--- src/rtl/fft_radix2_iter.sv ---
// Iterative radix-2 DIT FFT/IFFT. Samples load bit-reversed, one shared butterfly works in place,
// results stream out in natural order with optional per-stage halving and saturation.
module fft_radix2_iter #(
    parameter int unsigned N     = 8,
    parameter int unsigned W     = 16,
    parameter int unsigned TW    = 16,
    parameter int unsigned SCALE = 1
) (
    input  logic                clk,
    input  logic                reset,
    input  logic                in_valid,
    output logic                in_ready,
    input  logic signed [W-1:0] in_re,
    input  logic signed [W-1:0] in_im,
    input  logic                inv,
    output logic                out_valid,
    input  logic                out_ready,
    output logic signed [W-1:0] out_re,
    output logic signed [W-1:0] out_im,
    output logic                out_last,
    output logic                ovf
);
    localparam int unsigned L   = $clog2(N);
    localparam int unsigned SBW = $clog2(L);
    localparam int unsigned MW  = W + TW;
    localparam int unsigned PW  = MW + 1;
    localparam int unsigned SW  = W + 2;
    localparam logic signed [SW-1:0] MaxV = {3'b000, {(W-1){1'b1}}};
    localparam logic signed [SW-1:0] MinV = {3'b111, {(W-1){1'b0}}};
    localparam logic signed [PW-1:0] Rnd  = PW'(1 << (TW - 3));
    localparam real Pi      = 3.14159265358979323846;
    localparam real TwScale = real'(1 << (TW - 2));

    typedef enum logic [1:0] {StLoad, StCompute, StUnload} state_e;

    state_e              state_q, state_d;
    logic [L-1:0]        in_cnt_q, out_cnt_q, bfly_q;
    logic [SBW-1:0]      stage_q;
    logic                inv_q, ovf_q;
    logic signed [W-1:0] mem_re [N];
    logic signed [W-1:0] mem_im [N];

    // Twiddle ROM: cos and sin of 2*pi*k/N in Q2.(TW-2), rounded to nearest.
    logic signed [TW-1:0] rom_cos [N/2];
    logic signed [TW-1:0] rom_sin [N/2];
    for (genvar i = 0; i < N / 2; i++) begin : g_rom
        localparam real Ang  = 2.0 * Pi * real'(i) / real'(N);
        localparam real CosR = $cos(Ang) * TwScale;
        localparam real SinR = $sin(Ang) * TwScale;
        localparam int  CosI = (CosR >= 0.0) ? $rtoi(CosR + 0.5) : $rtoi(CosR - 0.5);
        localparam int  SinI = (SinR >= 0.0) ? $rtoi(SinR + 0.5) : $rtoi(SinR - 0.5);
        assign rom_cos[i] = TW'(CosI);
        assign rom_sin[i] = TW'(SinI);
    end

    function automatic logic [L-1:0] bitrev(input logic [L-1:0] v);
        logic [L-1:0] r;
        for (int unsigned i = 0; i < L; i++) begin
            r[i] = v[L-1-i];
        end
        return r;
    endfunction

    function automatic logic signed [SW-1:0] scl(input logic signed [SW-1:0] v);
        if (SCALE != 0) return (v + SW'(1)) >>> 1;
        return v;
    endfunction

    function automatic logic is_sat(input logic signed [SW-1:0] v);
        return (v > MaxV) || (v < MinV);
    endfunction

    function automatic logic signed [W-1:0] clip(input logic signed [SW-1:0] v);
        if (v > MaxV) return MaxV[W-1:0];
        if (v < MinV) return MinV[W-1:0];
        return v[W-1:0];
    endfunction

    logic load_fire, out_fire, last_bfly, last_stage;

    assign in_ready   = (state_q == StLoad);
    assign out_valid  = (state_q == StUnload);
    assign load_fire  = in_valid && in_ready;
    assign out_fire   = out_valid && out_ready;
    assign last_bfly  = (bfly_q == L'(N / 2 - 1));
    assign last_stage = (stage_q == SBW'(L - 1));
    assign out_re     = out_valid ? mem_re[out_cnt_q] : '0;
    assign out_im     = out_valid ? mem_im[out_cnt_q] : '0;
    assign out_last   = out_valid && (out_cnt_q == L'(N - 1));
    assign ovf        = ovf_q;

    always_comb begin
        state_d = state_q;
        unique case (state_q)
            StLoad:    if (load_fire && in_cnt_q == L'(N - 1)) state_d = StCompute;
            StCompute: if (last_bfly && last_stage) state_d = StUnload;
            StUnload:  if (out_fire && out_cnt_q == L'(N - 1)) state_d = StLoad;
            default:   state_d = StLoad;
        endcase
    end

    logic [L-1:0]         span, pos, top_addr, bot_addr;
    logic [L-2:0]         tw_idx;
    logic signed [TW-1:0] w_re, w_im;
    logic signed [W-1:0]  a_re, a_im, b_re, b_im;
    logic signed [MW-1:0] m_rr, m_ii, m_ri, m_ir;
    logic signed [PW-1:0] p_re_w, p_im_w;
    logic signed [SW-1:0] p_re, p_im, t_re, t_im, u_re, u_im;
    logic signed [W-1:0]  top_re, top_im, bot_re, bot_im;
    logic                 sat_any;

    always_comb begin
        span     = L'(1) << stage_q;
        pos      = bfly_q & (span - L'(1));
        top_addr = (((bfly_q >> stage_q) << stage_q) << 1) | pos;
        bot_addr = top_addr | span;
        tw_idx   = (L-1)'(pos << (L - 1 - stage_q));
        a_re     = mem_re[top_addr];
        a_im     = mem_im[top_addr];
        b_re     = mem_re[bot_addr];
        b_im     = mem_im[bot_addr];
        // Inverse uses the conjugate twiddle: +sin instead of -sin.
        w_re     = rom_cos[tw_idx];
        w_im     = inv_q ? rom_sin[tw_idx] : -rom_sin[tw_idx];
        m_rr     = MW'(w_re) * MW'(b_re);
        m_ii     = MW'(w_im) * MW'(b_im);
        m_ri     = MW'(w_re) * MW'(b_im);
        m_ir     = MW'(w_im) * MW'(b_re);
        p_re_w   = (PW'(m_rr) - PW'(m_ii) + Rnd) >>> (TW - 2);
        p_im_w   = (PW'(m_ri) + PW'(m_ir) + Rnd) >>> (TW - 2);
        p_re     = SW'(p_re_w);
        p_im     = SW'(p_im_w);
        t_re     = scl(SW'(a_re) + p_re);
        t_im     = scl(SW'(a_im) + p_im);
        u_re     = scl(SW'(a_re) - p_re);
        u_im     = scl(SW'(a_im) - p_im);
        top_re   = clip(t_re);
        top_im   = clip(t_im);
        bot_re   = clip(u_re);
        bot_im   = clip(u_im);
        sat_any  = is_sat(t_re) | is_sat(t_im) | is_sat(u_re) | is_sat(u_im);
    end

    always_ff @(posedge clk or posedge reset) begin
        if (reset) begin
            state_q   <= StLoad;
            in_cnt_q  <= '0;
            out_cnt_q <= '0;
            bfly_q    <= '0;
            stage_q   <= '0;
            inv_q     <= 1'b0;
            ovf_q     <= 1'b0;
        end else begin
            state_q <= state_d;
            if (load_fire) begin
                in_cnt_q <= in_cnt_q + L'(1);
                if (in_cnt_q == '0) begin
                    inv_q <= inv;
                    ovf_q <= 1'b0;
                end
            end
            if (state_q == StCompute) begin
                if (sat_any) ovf_q <= 1'b1;
                if (last_bfly) begin
                    bfly_q  <= '0;
                    stage_q <= last_stage ? '0 : stage_q + SBW'(1);
                end else begin
                    bfly_q <= bfly_q + L'(1);
                end
            end
            if (out_fire) out_cnt_q <= out_cnt_q + L'(1);
        end
    end

    always_ff @(posedge clk or posedge reset) begin
        if (reset) begin
            mem_re <= '{default: '0};
            mem_im <= '{default: '0};
        end else if (load_fire) begin
            mem_re[bitrev(in_cnt_q)] <= in_re;
            mem_im[bitrev(in_cnt_q)] <= in_im;
        end else if (state_q == StCompute) begin
            mem_re[top_addr] <= top_re;
            mem_im[top_addr] <= top_im;
            mem_re[bot_addr] <= bot_re;
            mem_im[bot_addr] <= bot_im;
        end
    end

endmodule

--- config.mk ---
export PLATFORM = sky130hd
export DESIGN_NAME = fft_radix2_iter
export DESIGN_NICKNAME = d
export VERILOG_FILES = /design/src/rtl/fft_radix2_iter.sv
export SDC_FILE = /design/constraint.sdc
export NUM_CORES = 2
export LEC_CHECK = 0
export CAP_MARGIN = 20
export CORE_MARGIN = 5
export CORE_UTILIZATION = 40
export CTS_CLUSTER_SIZE = 28
export DETAILED_ROUTE_END_ITERATION = 10
export SKIP_LAST_GASP = 1
export SYNTH_ARGS = -nofsm -noshare
export SYNTH_HDL_FRONTEND = slang
export SYNTH_SLANG_ARGS = --single-unit
--- constraint.sdc ---
create_clock -name clk -period 15.4 [get_ports clk]
set_input_delay 4.62 -clock clk [delete_from_list [all_inputs] [get_ports clk]]
set_output_delay 4.62 -clock clk [all_outputs]
set_load 0.02 [all_outputs]
==> run summary <==
### Outcome
* status: finished clean

### Synthesis
* share of the synthesized area in the top cell type: 35.6%
* distinct cell type count of the synthesized netlist: 104
* top cells by area in the synthesized netlist: sky130_fd_sc_hd__fa_1, sky130_fd_sc_hd__dfrtp_1, sky130_fd_sc_hd__ha_1
* post-synthesis cell count: 6379
* syn_area_per_cell: 8.92 sq um
* post-synthesis instance area: 0.0569 sq mm
* top cells by instance count after synthesis: sky130_fd_sc_hd__inv_1, sky130_fd_sc_hd__fa_1, sky130_fd_sc_hd__nand2_1
* post-synthesis async set-or-reset flop share: 100%
* number of enable flip-flop cells after synthesis: 0
* warning count from the yosys run: 0
* most common flop cell mapped by yosys: sky130_fd_sc_hd__dfrtp_1
* synthesis-stage register bit count: 271
* sequential fraction of the synthesis area: 11.9%
* top cell type by total area after synthesis: sky130_fd_sc_hd__fa_1
* Synthesized Nets: 7842
* top-count cell post-synth: sky130_fd_sc_hd__inv_1

### Worst hold path
* HP Start: mem_im[13]$_DFFE_PP0P_
* worst hold path endpoint: mem_im[13]$_DFFE_PP0P_
* hold crit path type: reg -> reg
* number of cells traversed by the worst hold path: 1

### CTS
* clock edge transition at the registers on the reported setup and hold paths: 0.06 ns
* total CTS buffers: 31
* CTS tree: yes
* total of hold buffers inserted after clock tree synthesis: 0
* cell at the root of the clock tree: sky130_fd_sc_hd__clkbuf_16
* H-tree depth reported by CTS: 1
* clock sink total: 271
* latest clock arrival within the worst-skew pair: 0.61 ns
* Longest Clk Path Bufs: 3

### Global route
* number of antenna violations at the first check in global routing: 11
* GRT Util Overall: 31.1%
* largest net degree at the start of global routing: 154
* total congestion overflow: 0
* first-pass GRT wire length: 349000 um
* vias in the first global route: 51900

### Setup path
* endpoint required time on the critical path: 15.91 ns
* startpoint kind of the worst setup timing path: flop
* slack of the worst reg-to-reg path: 0.46 ns
* RR Startpoint: stage_q[0]$_DFFE_PP0P_
* kind of capture point of the worst setup path: flop
* Crit path largest cell delay: 0.84 ns
* Setup CP Type: reg -> reg
* Worst path slowest cell: sky130_fd_sc_hd__nor2_1
* data arrival time of the critical path: 15.45 ns
* R2R depth: 54
* endpoint of the lowest-slack register-to-register path: mem_im[50]$_DFFE_PP0P_
* Max FO, Critical Path: 24

### Drt
* first-iteration detailed-routing DRC count: 6914
* count of unresolved DRC violations after routing: 0
* detail-routed via count per cell: 6.09
* average wire per standard cell: 28.6 um
* remaining antenna violation count after routing: 0
* via count of the routed design: 50500
* Initial DRT Pass Iterations: 8
* sum of routed wire length over all layers: 238000 um

### STA
* number of endpoints failing setup at the final stage: 0
* count of final max-slew check failures: 0
* RSZ-0062 raised after global routing: true
* Max-slew headroom: 11.2%
* Final Skew: 0.0152 ns
* number of hold violations in the final report: 0
* worst slew pin tran: 1.32 ns
* period utilisation layout: 97.0%
* post-route minimum period: 14.94 ns
* Max Clk Rate: 66.9 MHz

### Final layout
* share of final-layout standard cells stronger than drive strength 1: 7.41%
* total non-filler cell area in the finished layout: 0.0618 sq mm
* # nets final: 7840
* Finished Core Util: 43.7%
* area delta synth->final: 8.70%
* number of inserted filler cells in the final layout: 13800

### Floorplanning
* die footprint: 0.150 sq mm
* die outline height: 387 um
* row count: 138
* Core Footprint: 0.141 sq mm
* floorplan die width: 387 um
* I/O pin count: 73
* starting density of the core: 40.2%

### Placed design
* Post-Place Cell Area: 0.0607 sq mm
* quantity of I/O buffers inserted on ports: 72
* post-detail-place hpwl: 184000 um
* Routability Congestion: 1.01

### Run
* maxcap violations: 0

==> logic make-up (layout without fill, tap and decap cells) <==
kind of cell	Yosys count	in the layout	synth area share [%]
compound gates	1274	1274	14.9
xor+xnor	157	157	2.49
fa+ha+maj	1431	1431	44.8
buf+inv	1637	1657	10.9
flops	271	271	11.9
mux	118	118	3.58
other cells	0	9	0
simple gates	1491	1491	11.5
==> flip-flops by register name, indices dropped and copies added (netlist names) <==
signal     flops
mem_re       128
inv_q          1
bfly_q         3
out_cnt_q      3
stage_q        2
ovf            1
mem_im       128
in_cnt_q       3
state_q        2
==> routing by layer <==
layer	vias to the layer above	track usage (%)	wire length (um)
met4	6	17.9	18200
met5	-	0.542	115
met3	979	9.03	29000
li1	20800	-	-
met1	25200	39.7	88300
met2	3535	47.2	102000
==> cell usage in the layout, fill, tap and decap left out, types with 22 or more instances in the layout <==
master | Yosys | routed
sky130_fd_sc_hd__inv_1 | 1310 | 1309
sky130_fd_sc_hd__fa_1 | 1012 | 1012
sky130_fd_sc_hd__nand2_1 | 637 | 635
sky130_fd_sc_hd__nor2_1 | 426 | 415
sky130_fd_sc_hd__a21oi_1 | 416 | 414
sky130_fd_sc_hd__ha_1 | 414 | 414
sky130_fd_sc_hd__dfrtp_1 | 271 | 268
sky130_fd_sc_hd__buf_4 | 1 | 210
sky130_fd_sc_hd__nand3_1 | 150 | 150
sky130_fd_sc_hd__o21ai_0 | 139 | 135
sky130_fd_sc_hd__o22ai_1 | 133 | 133
sky130_fd_sc_hd__xnor2_1 | 118 | 118
sky130_fd_sc_hd__a221oi_1 | 114 | 114
sky130_fd_sc_hd__clkdlybuf4s50_1 | 0 | 72
sky130_fd_sc_hd__mux4_2 | 68 | 68
sky130_fd_sc_hd__a31oi_1 | 62 | 62
sky130_fd_sc_hd__a21o_1 | 51 | 50
sky130_fd_sc_hd__mux2i_1 | 45 | 43
sky130_fd_sc_hd__nand2b_1 | 43 | 40
sky130_fd_sc_hd__nor3_1 | 48 | 39
sky130_fd_sc_hd__xor2_1 | 35 | 35
sky130_fd_sc_hd__a22oi_1 | 35 | 35
sky130_fd_sc_hd__and2_1 | 36 | 34
sky130_fd_sc_hd__o211ai_1 | 31 | 31
sky130_fd_sc_hd__a41oi_1 | 31 | 31
sky130_fd_sc_hd__clkbuf_16 | 0 | 31
sky130_fd_sc_hd__o221ai_1 | 30 | 30
sky130_fd_sc_hd__a222oi_1 | 30 | 30
sky130_fd_sc_hd__and3_1 | 29 | 24
sky130_fd_sc_hd__o21a_1 | 23 | 23
sky130_fd_sc_hd__nor2b_1 | 24 | 22
sky130_fd_sc_hd__a211oi_1 | 23 | 22
==> worst max-delay path by stage <==
stage,start,end
final,stage_q[0]$_DFFE_PP0P_,mem_im[50]$_DFFE_PP0P_
after floorplan,stage_q[0]$_DFFE_PP0P_,mem_re[2]$_DFFE_PP0P_
after detailed placement,stage_q[0]$_DFFE_PP0P_,ovf$_DFF_PP0_
after global routing,stage_q[0]$_DFFE_PP0P_,mem_re[93]$_DFFE_PP0P_
after CTS,stage_q[0]$_DFFE_PP0P_,ovf$_DFF_PP0_
after global placement,stage_q[0]$_DFFE_PP0P_,ovf$_DFF_PP0_
==> critical path, delay by kind of cell (launching register included) <==
family                     cells  cell delay (ns)
AOI/OAI and AO/OA             14             2.64
xor gates and xnor gates       3             0.97
adders and majority gates     11             4.43
buffers and inverters         11             1.71
DFF                            1             0.51
and+or+nand+nor               15             4.53
==> cell type report <==
cell class,instances,area [sq um],share of cell area (%)
Multi-Input combinational cell,4471,44300,71.6
Clock inverter,14,103,0.166
Antenna cell,9,22.5,0.0364
Clock buffer,41,873,1.41
Timing Repair Buffer,291,2470,3.99
Tap cell,1890,2360,3.82
Inverter,1311,4930,7.97
Sequential cell,271,6790,11.0
==> through the flow <==
step | setup slack (ns) | TNS, ns | std cells | hold slack, ns
6_report | 0.458 | 0 | 8298 | 0.552
5_1_grt | -0.187 | -1.77 | 8291 | 0.577
4_1_cts | 0.167 | 0 | 8285 | 0.545
3_5_place_dp | 0.287 | 0 | 8230 | 0.531
3_3_place_gp | 0.380 | 0 | 8230 | 0.520
2_1_floorplan | 2.26 | 0 | 6379 | 0.483
==> repair_timing <==
item	CTS	global route
endpoints found under the setup margin	0	175
setup buffers	0	0
resized for setup	0	15
Power is not shown: default switching activity piles up to over one toggle a cycle in this logic, so the estimate is an artifact.
